==> config.mk <==
export PLATFORM = sky130hd
export DESIGN_NAME = regfile_mp_flat
export DESIGN_NICKNAME = d
export VERILOG_FILES = /design/src/rtl/regfile_mp_if.sv /design/src/rtl/regfile_mp.sv /design/src/flat_wrapper.sv
export SDC_FILE = /design/constraint.sdc
export NUM_CORES = 2
export LEC_CHECK = 0
export CORE_MARGIN = 2
export CORE_UTILIZATION = 35
export DETAILED_ROUTE_END_ITERATION = 16
export PLACE_DENSITY_LB_ADDON = 0.08
export SLEW_MARGIN = 0
export SYNTH_ARGS = -nofsm -noshare
export SYNTH_HDL_FRONTEND = slang
export SYNTH_SLANG_ARGS = --single-unit
==> constraint.sdc <==
create_clock -name clk -period 61.1 [get_ports clk]
set_input_delay 18.33 -clock clk [delete_from_list [all_inputs] [get_ports clk]]
set_output_delay 18.33 -clock clk [all_outputs]
set_load 0.01 [all_outputs]
==> src/rtl/regfile_mp_if.sv <==
// Bus bundle for regfile_mp: read ports, write ports and pending-scoreboard controls.
// The issue/writeback side uses master; the register file uses slave.
interface regfile_mp_if #(
    parameter int unsigned DATA_SIZE  = 32,
    parameter int unsigned SELEC_SIZE = 5,
    parameter int unsigned ADDRESSES  = 32,
    parameter int unsigned NR         = 2,
    parameter int unsigned NW         = 2
);
    localparam int unsigned CntW = $clog2(ADDRESSES + 1);

    logic [NR*SELEC_SIZE-1:0] rs;
    logic [NR*DATA_SIZE-1:0]  Q;
    logic [NR-1:0]            Qv;
    logic [NW-1:0]            we;
    logic [NW*SELEC_SIZE-1:0] rd;
    logic [NW*DATA_SIZE-1:0]  D;
    logic                     pend_set;
    logic [SELEC_SIZE-1:0]    pend_addr;
    logic [CntW-1:0]          pend_cnt;

    modport master (
        output rs, we, rd, D, pend_set, pend_addr,
        input  Q, Qv, pend_cnt
    );

    modport slave (
        input  rs, we, rd, D, pend_set, pend_addr,
        output Q, Qv, pend_cnt
    );
endinterface

==> src/rtl/regfile_mp.sv <==
// Multi-port register file with r0 hardwired to zero, same-cycle write bypass
// and a per-register pending scoreboard for operand readiness.
module regfile_mp #(
    parameter int unsigned DATA_SIZE  = 32,
    parameter int unsigned SELEC_SIZE = 5,
    parameter int unsigned ADDRESSES  = 32,
    parameter int unsigned NR         = 2,
    parameter int unsigned NW         = 2
) (
    input logic          clk,
    input logic          rst,
    regfile_mp_if.slave  bus_io
);
    localparam int unsigned CntW = $clog2(ADDRESSES + 1);

    logic [DATA_SIZE-1:0]  mem_q [ADDRESSES];
    logic [DATA_SIZE-1:0]  mem_d [ADDRESSES];
    logic [ADDRESSES-1:0]  pend_q, pend_d;
    logic [CntW-1:0]       pend_cnt_q, pend_cnt_d;

    logic [SELEC_SIZE-1:0] wa;
    logic [SELEC_SIZE-1:0] ra;
    logic [DATA_SIZE-1:0]  rdata;
    logic                  rvalid;

    function automatic logic in_range(input logic [SELEC_SIZE-1:0] a);
        return (32'(a) < ADDRESSES);
    endfunction

    // Ascending port order makes the highest-index port win on collisions.
    always_comb begin
        mem_d = mem_q;
        pend_d = pend_q;
        wa = '0;
        for (int w = 0; w < NW; w++) begin
            wa = bus_io.rd[w*SELEC_SIZE +: SELEC_SIZE];
            if (bus_io.we[w] && wa != '0 && in_range(wa)) begin
                mem_d[wa] = bus_io.D[w*DATA_SIZE +: DATA_SIZE];
                pend_d[wa] = 1'b0;
            end
        end
        // A new producer issued in the same cycle outranks the retiring write.
        if (bus_io.pend_set && bus_io.pend_addr != '0 && in_range(bus_io.pend_addr)) begin
            pend_d[bus_io.pend_addr] = 1'b1;
        end
        pend_cnt_d = '0;
        for (int a = 0; a < ADDRESSES; a++) begin
            pend_cnt_d = pend_cnt_d + CntW'(pend_d[a]);
        end
    end

    always_ff @(posedge clk or posedge rst) begin
        if (rst) begin
            for (int a = 0; a < ADDRESSES; a++) begin
                mem_q[a] <= '0;
            end
            pend_q     <= '0;
            pend_cnt_q <= '0;
        end else begin
            mem_q      <= mem_d;
            pend_q     <= pend_d;
            pend_cnt_q <= pend_cnt_d;
        end
    end

    always_comb begin
        bus_io.Q  = '0;
        bus_io.Qv = '1;
        ra = '0;
        rdata = '0;
        rvalid = 1'b1;
        for (int r = 0; r < NR; r++) begin
            ra = bus_io.rs[r*SELEC_SIZE +: SELEC_SIZE];
            rdata = '0;
            rvalid = 1'b1;
            if (!rst && ra != '0 && in_range(ra)) begin
                rdata = mem_q[ra];
                rvalid = !pend_q[ra];
                for (int w = 0; w < NW; w++) begin
                    if (bus_io.we[w] && bus_io.rd[w*SELEC_SIZE +: SELEC_SIZE] == ra) begin
                        rdata = bus_io.D[w*DATA_SIZE +: DATA_SIZE];
                        rvalid = 1'b1;
                    end
                end
            end
            bus_io.Q[r*DATA_SIZE +: DATA_SIZE] = rdata;
            bus_io.Qv[r] = rvalid;
        end
    end

    assign bus_io.pend_cnt = pend_cnt_q;
endmodule
==> src/flat_wrapper.sv <==
// flat-port wrapper written by rule: the top's interface ports become plain ports
module regfile_mp_flat 
#(
    parameter int unsigned DATA_SIZE  = 32,
    parameter int unsigned SELEC_SIZE = 5,
    parameter int unsigned ADDRESSES  = 32,
    parameter int unsigned NR         = 2,
    parameter int unsigned NW         = 2
)
  (clk, rst, bus_io_rs, bus_io_we, bus_io_rd, bus_io_D, bus_io_pend_set, bus_io_pend_addr, bus_io_Q, bus_io_Qv, bus_io_pend_cnt);
  regfile_mp_if #(.DATA_SIZE(DATA_SIZE), .SELEC_SIZE(SELEC_SIZE), .ADDRESSES(ADDRESSES), .NR(NR), .NW(NW)) bus_io_i ();
  input logic clk;
  input logic rst;
  input wire logic [$bits(bus_io_i.rs)-1:0] bus_io_rs;
  input wire logic [$bits(bus_io_i.we)-1:0] bus_io_we;
  input wire logic [$bits(bus_io_i.rd)-1:0] bus_io_rd;
  input wire logic [$bits(bus_io_i.D)-1:0] bus_io_D;
  input wire logic [$bits(bus_io_i.pend_set)-1:0] bus_io_pend_set;
  input wire logic [$bits(bus_io_i.pend_addr)-1:0] bus_io_pend_addr;
  output wire logic [$bits(bus_io_i.Q)-1:0] bus_io_Q;
  output wire logic [$bits(bus_io_i.Qv)-1:0] bus_io_Qv;
  output wire logic [$bits(bus_io_i.pend_cnt)-1:0] bus_io_pend_cnt;
  assign bus_io_i.rs = bus_io_rs;
  assign bus_io_i.we = bus_io_we;
  assign bus_io_i.rd = bus_io_rd;
  assign bus_io_i.D = bus_io_D;
  assign bus_io_i.pend_set = bus_io_pend_set;
  assign bus_io_i.pend_addr = bus_io_pend_addr;
  assign bus_io_Q = bus_io_i.Q;
  assign bus_io_Qv = bus_io_i.Qv;
  assign bus_io_pend_cnt = bus_io_i.pend_cnt;
  regfile_mp #(.DATA_SIZE(DATA_SIZE), .SELEC_SIZE(SELEC_SIZE), .ADDRESSES(ADDRESSES), .NR(NR), .NW(NW)) u_core (.clk(clk), .rst(rst), .bus_io(bus_io_i));
endmodule
==> results by group <==
Status
  – Outcome: completed

Power
  – Power Density: 36.1 nW/um^2
  – LEAKAGE: approximately 32 nW
  – Comb pwr share: 31.9%
  – Tot Pwr: 2.73 mW
  – Switching power: 0.943 mW
  – Clk network pwr share: between 30% and 40%
  – Internal Power: about 1.8 mW
  – Sequential share of power: approximately 38%
  – Worst VDD drop: roughly 0.070 mV
  – Sw Ratio: between 30% and 40%

Layout
  – Area of the multi-input gates: 38000 um^2
  – Number of nets in the layout: between 6000 and 7000
  – Layout fillers: ~19000
  – Register area: between 20000 and 30000 um^2
  – Fin util: 39.1%
  – Share of cells above drive strength 1: between 15 and 20%
  – P&R area growth vs syn: 10.9%

Logic synthesis
  – Synth unique cells: 66
  – Main area contributors after synthesis: dfrtp_1, mux4_2, mux2i_1, nand2_1, o21ai_0
  – Post-synth ARST share: 100%
  – Sequential fraction of the synthesis area: about two fifths
  – Synth top area share: 39.0%
  – Commonest cells in the netlist: mux2i_1, dfrtp_1, nand2_1, o21ai_0, mux4_2
  – Yosys top cell by area: dfrtp_1
  – Syn. warnings: 0
  – Most frequent cell after synthesis: mux2i_1
  – Syn nets: about 6500
  – Number of synthesized flops with an enable pin: 0
  – Synthesized area: approximately 70000 um^2
  – Synth Flop Type: dfrtp_1
  – Mapped Cells: 6395
  – Post-Syn Area per Cell: 10.6 um^2
  – Synth Register Bits: ~1100

Detailed routing
  – Via count: between 50000 and 60000
  – DRC Markers: 0
  – Iter 0 DRT Violations: 6339
  – Mean number of vias per cell: about 6.2
  – Routed wire length: ~320 mm
  – Routed len/inst: between 30 and 40 um
  – Routed Antenna Nets: 0
  – DR pass1 iterations: 8

Critical path
  – Crit path largest cell delay: roughly 790 ps
  – Most Frequent Cell on Critical Path: buf_4
  – Crit path DAT: 23560 ps
  – Slowest CP cell: buf_4
  – Worst-path fanout max: 55
  – Required time of the critical path: 42770 ps
  – Element type at the critical path end: output port
  – WS Path Type: primary input to output port
  – Crit path launch type: primary input
  – Crit path cell chain: buf_8, buf_4, buf_4, xor2_1, nor4_1, and2_2, buf_4, a32oi_1, a21oi_1, clkdlybuf4s50_1

Global routing
  – First-pass GRT wire length: between 400 and 500 mm
  – Overall Global Routing Usage: between 30% and 40%
  – Largest net degree at the start of global routing: 150
  – Grt total ovfl: 0
  – Vias in the first global route: 52300
  – Initial antenna violation count: 17

Floorplan
  – Die area: just under 200000 um^2
  – IO Pins: 166
  – Die X-Extent: roughly 450 um
  – CORE AREA: ~190000 um^2
  – Initial Util: 35.3%
  – Row cnt: roughly 160
  – Die Ht: 445 um

Timing
  – Slew headroom: less than 1%
  – Setup Viol. Count Final: 0
  – Unrepaired setup endpoints after global routing: false
  – Fin Hold WS: ~400 ps
  – Slew Limit Fails: 0
  – Final TNS setup: 0 ps
  – Final worst path period share: 68.6%
  – Final Critical Period: between 40000 and 50000 ps
  – Hold Violations, Final: 0
  – Achievable frequency: about 24 MHz
  – Slew @ Worst Pin: ~1500 ps
  – Max Clock Skew: ~17 ps

CTS
  – Max Root-Sink Buffers: 3
  – Htree depth: 4
  – Clk sink count: between 1000 and 1500
  – Setup bufs post-CTS: 0
  – Total CTS buffers: 136
  – Cts hold-fix bufs: 0
  – Clk Latency, worst-skew pair: 810 ps
  – Resize count post-CTS: 0
  – CTS tree: built
  – Root Driver: clkbuf_16
  – Reg clk slew, reported paths: ~60 ps

Placed design
  – Port bufs: between 150 and 200
  – Placer congestion estimate: 0.847
  – Post-DP HPWL: around 180 mm

Flow run
  – Maxcap violations: 0

Hold path
  – Worst min-delay path category: register to register
-- critical path: cells and delay by family --
| family | cells | cell delay (ps) |
|---|---|---|
| buf+inv | 5 | 3420 |
| compound gates | 2 | 830 |
| simple gates | 2 | 680 |
| xor+xnor | 1 | 140 |
-- through the flow --
step	cells	instance area [um^2]	worst slack, ps
after floorplan	6395	68100	12880
after global placement	8449	71000	19390
after detailed placement	8449	71000	19440
after CTS	8696	75500	19440
after global routing	8700	75500	19330
final	8706	75500	19210
-- cells in the final DEF (no fill, tap or decap), types with 11 or more instances in the layout --
master / synthesis / final
fa_1: 24 / 24
clkdlybuf4s50_1: 0 / 145
a31oi_1: 76 / 76
o21ai_0: 625 / 625
clkbuf_8: 0 / 29
clkbuf_1: 503 / 44
clkbuf_16: 0 / 143
xnor2_1: 13 / 13
inv_1: 45 / 44
nand3_1: 14 / 11
a32o_1: 12 / 12
mux4_2: 518 / 518
dfrtp_1: 1062 / 1062
a22o_1: 129 / 129
buf_4: 89 / 185
nor4_1: 62 / 60
a2bb2oi_1: 52 / 52
mux2i_1: 1108 / 1108
and2_1: 22 / 16
a21oi_1: 284 / 284
o21ai_1: 36 / 34
nor2_4: 0 / 35
a221o_1: 62 / 62
a32oi_1: 25 / 25
buf_2: 144 / 14
nand2_4: 0 / 18
nor2_1: 390 / 362
clkinv_2: 0 / 18
nand2_1: 870 / 853
-- flip-flops by register name, indices dropped and copies added, names as in the netlist --
signal,cells
u_core.bus_io.pend_cnt,6
u_core.mem_q,1024
u_core.pend_q,32
-- final cells by class --
| class | count | area share, % |
|---|---|---|
| Clock inverter | 31 | 0.396 |
| Multi-Input combinational cell | 4461 | 50.4 |
| Inverter | 45 | 0.234 |
| Sequential cell | 1062 | 35.2 |
| Tap cell | 2526 | 4.18 |
| Antenna cell | 10 | 0.0331 |
| Timing Repair Buffer | 355 | 4.11 |
| Clock buffer | 216 | 5.49 |
-- kinds of logic (layout without fill, tap and decap cells) --
logic type,count (synthesis),after routing,share of synthesized area [%]
AOI/OAI and AO/OA,1335,1335,11.8
xor gates and xnor gates,23,23,0.296
other,0,10,0
buffers and inverters,872,647,5.86
DFF,1062,1062,39.0
adders and majority gates,32,32,0.853
and+or+nand+nor,1441,1441,8.67
muxes,1630,1630,33.5
-- worst paths after layout --
check | start | endpoint | slack (ps) | cells after the start
hold reg to reg | u_core.mem_q[1021] | u_core.mem_q[1021] | 390 | 0
setup / recovery | bus_io_rs[6] | bus_io_Q[62] | 19210 | 10
min in group asynchronous | rst | u_core.mem_q[467] | 18530 | 2
setup reg to reg | u_core.pend_q[24] | u_core.bus_io.pend_cnt[4] | 55470 | 15
max in group asynchronous | rst | u_core.mem_q[706] | 37010 | 8
hold / removal | u_core.mem_q[1021] | u_core.mem_q[1021] | 390 | 0
-- per-layer routing --
metal | wire, um | global-route usage (%) | part of all wire [%] | vias to the layer above
met1 | 134000 | 42.6 | 41 | 28400
met3 | 23800 | 6.58 | 7.4 | 620
li1 | - | - | - | 22700
met2 | 149000 | 50.6 | 46 | 2609
met4 | 15400 | 14.1 | 4.8 | 6
met5 | 34 | 0 | 0.011 | -
-- power groups by stage --
stage | logic (mW) | registers, mW | clock network, mW
floorplan | 0.599 | 0.989 | 0
detailed placement | 0.857 | 1.03 | 0
global placement | 0.847 | 1.03 | 0
finish | 0.872 | 1.03 | 0.829
CTS | 0.860 | 1.02 | 0.841
global route | 0.938 | 1.05 | 0.868
(Power assumes the default switching activity.)
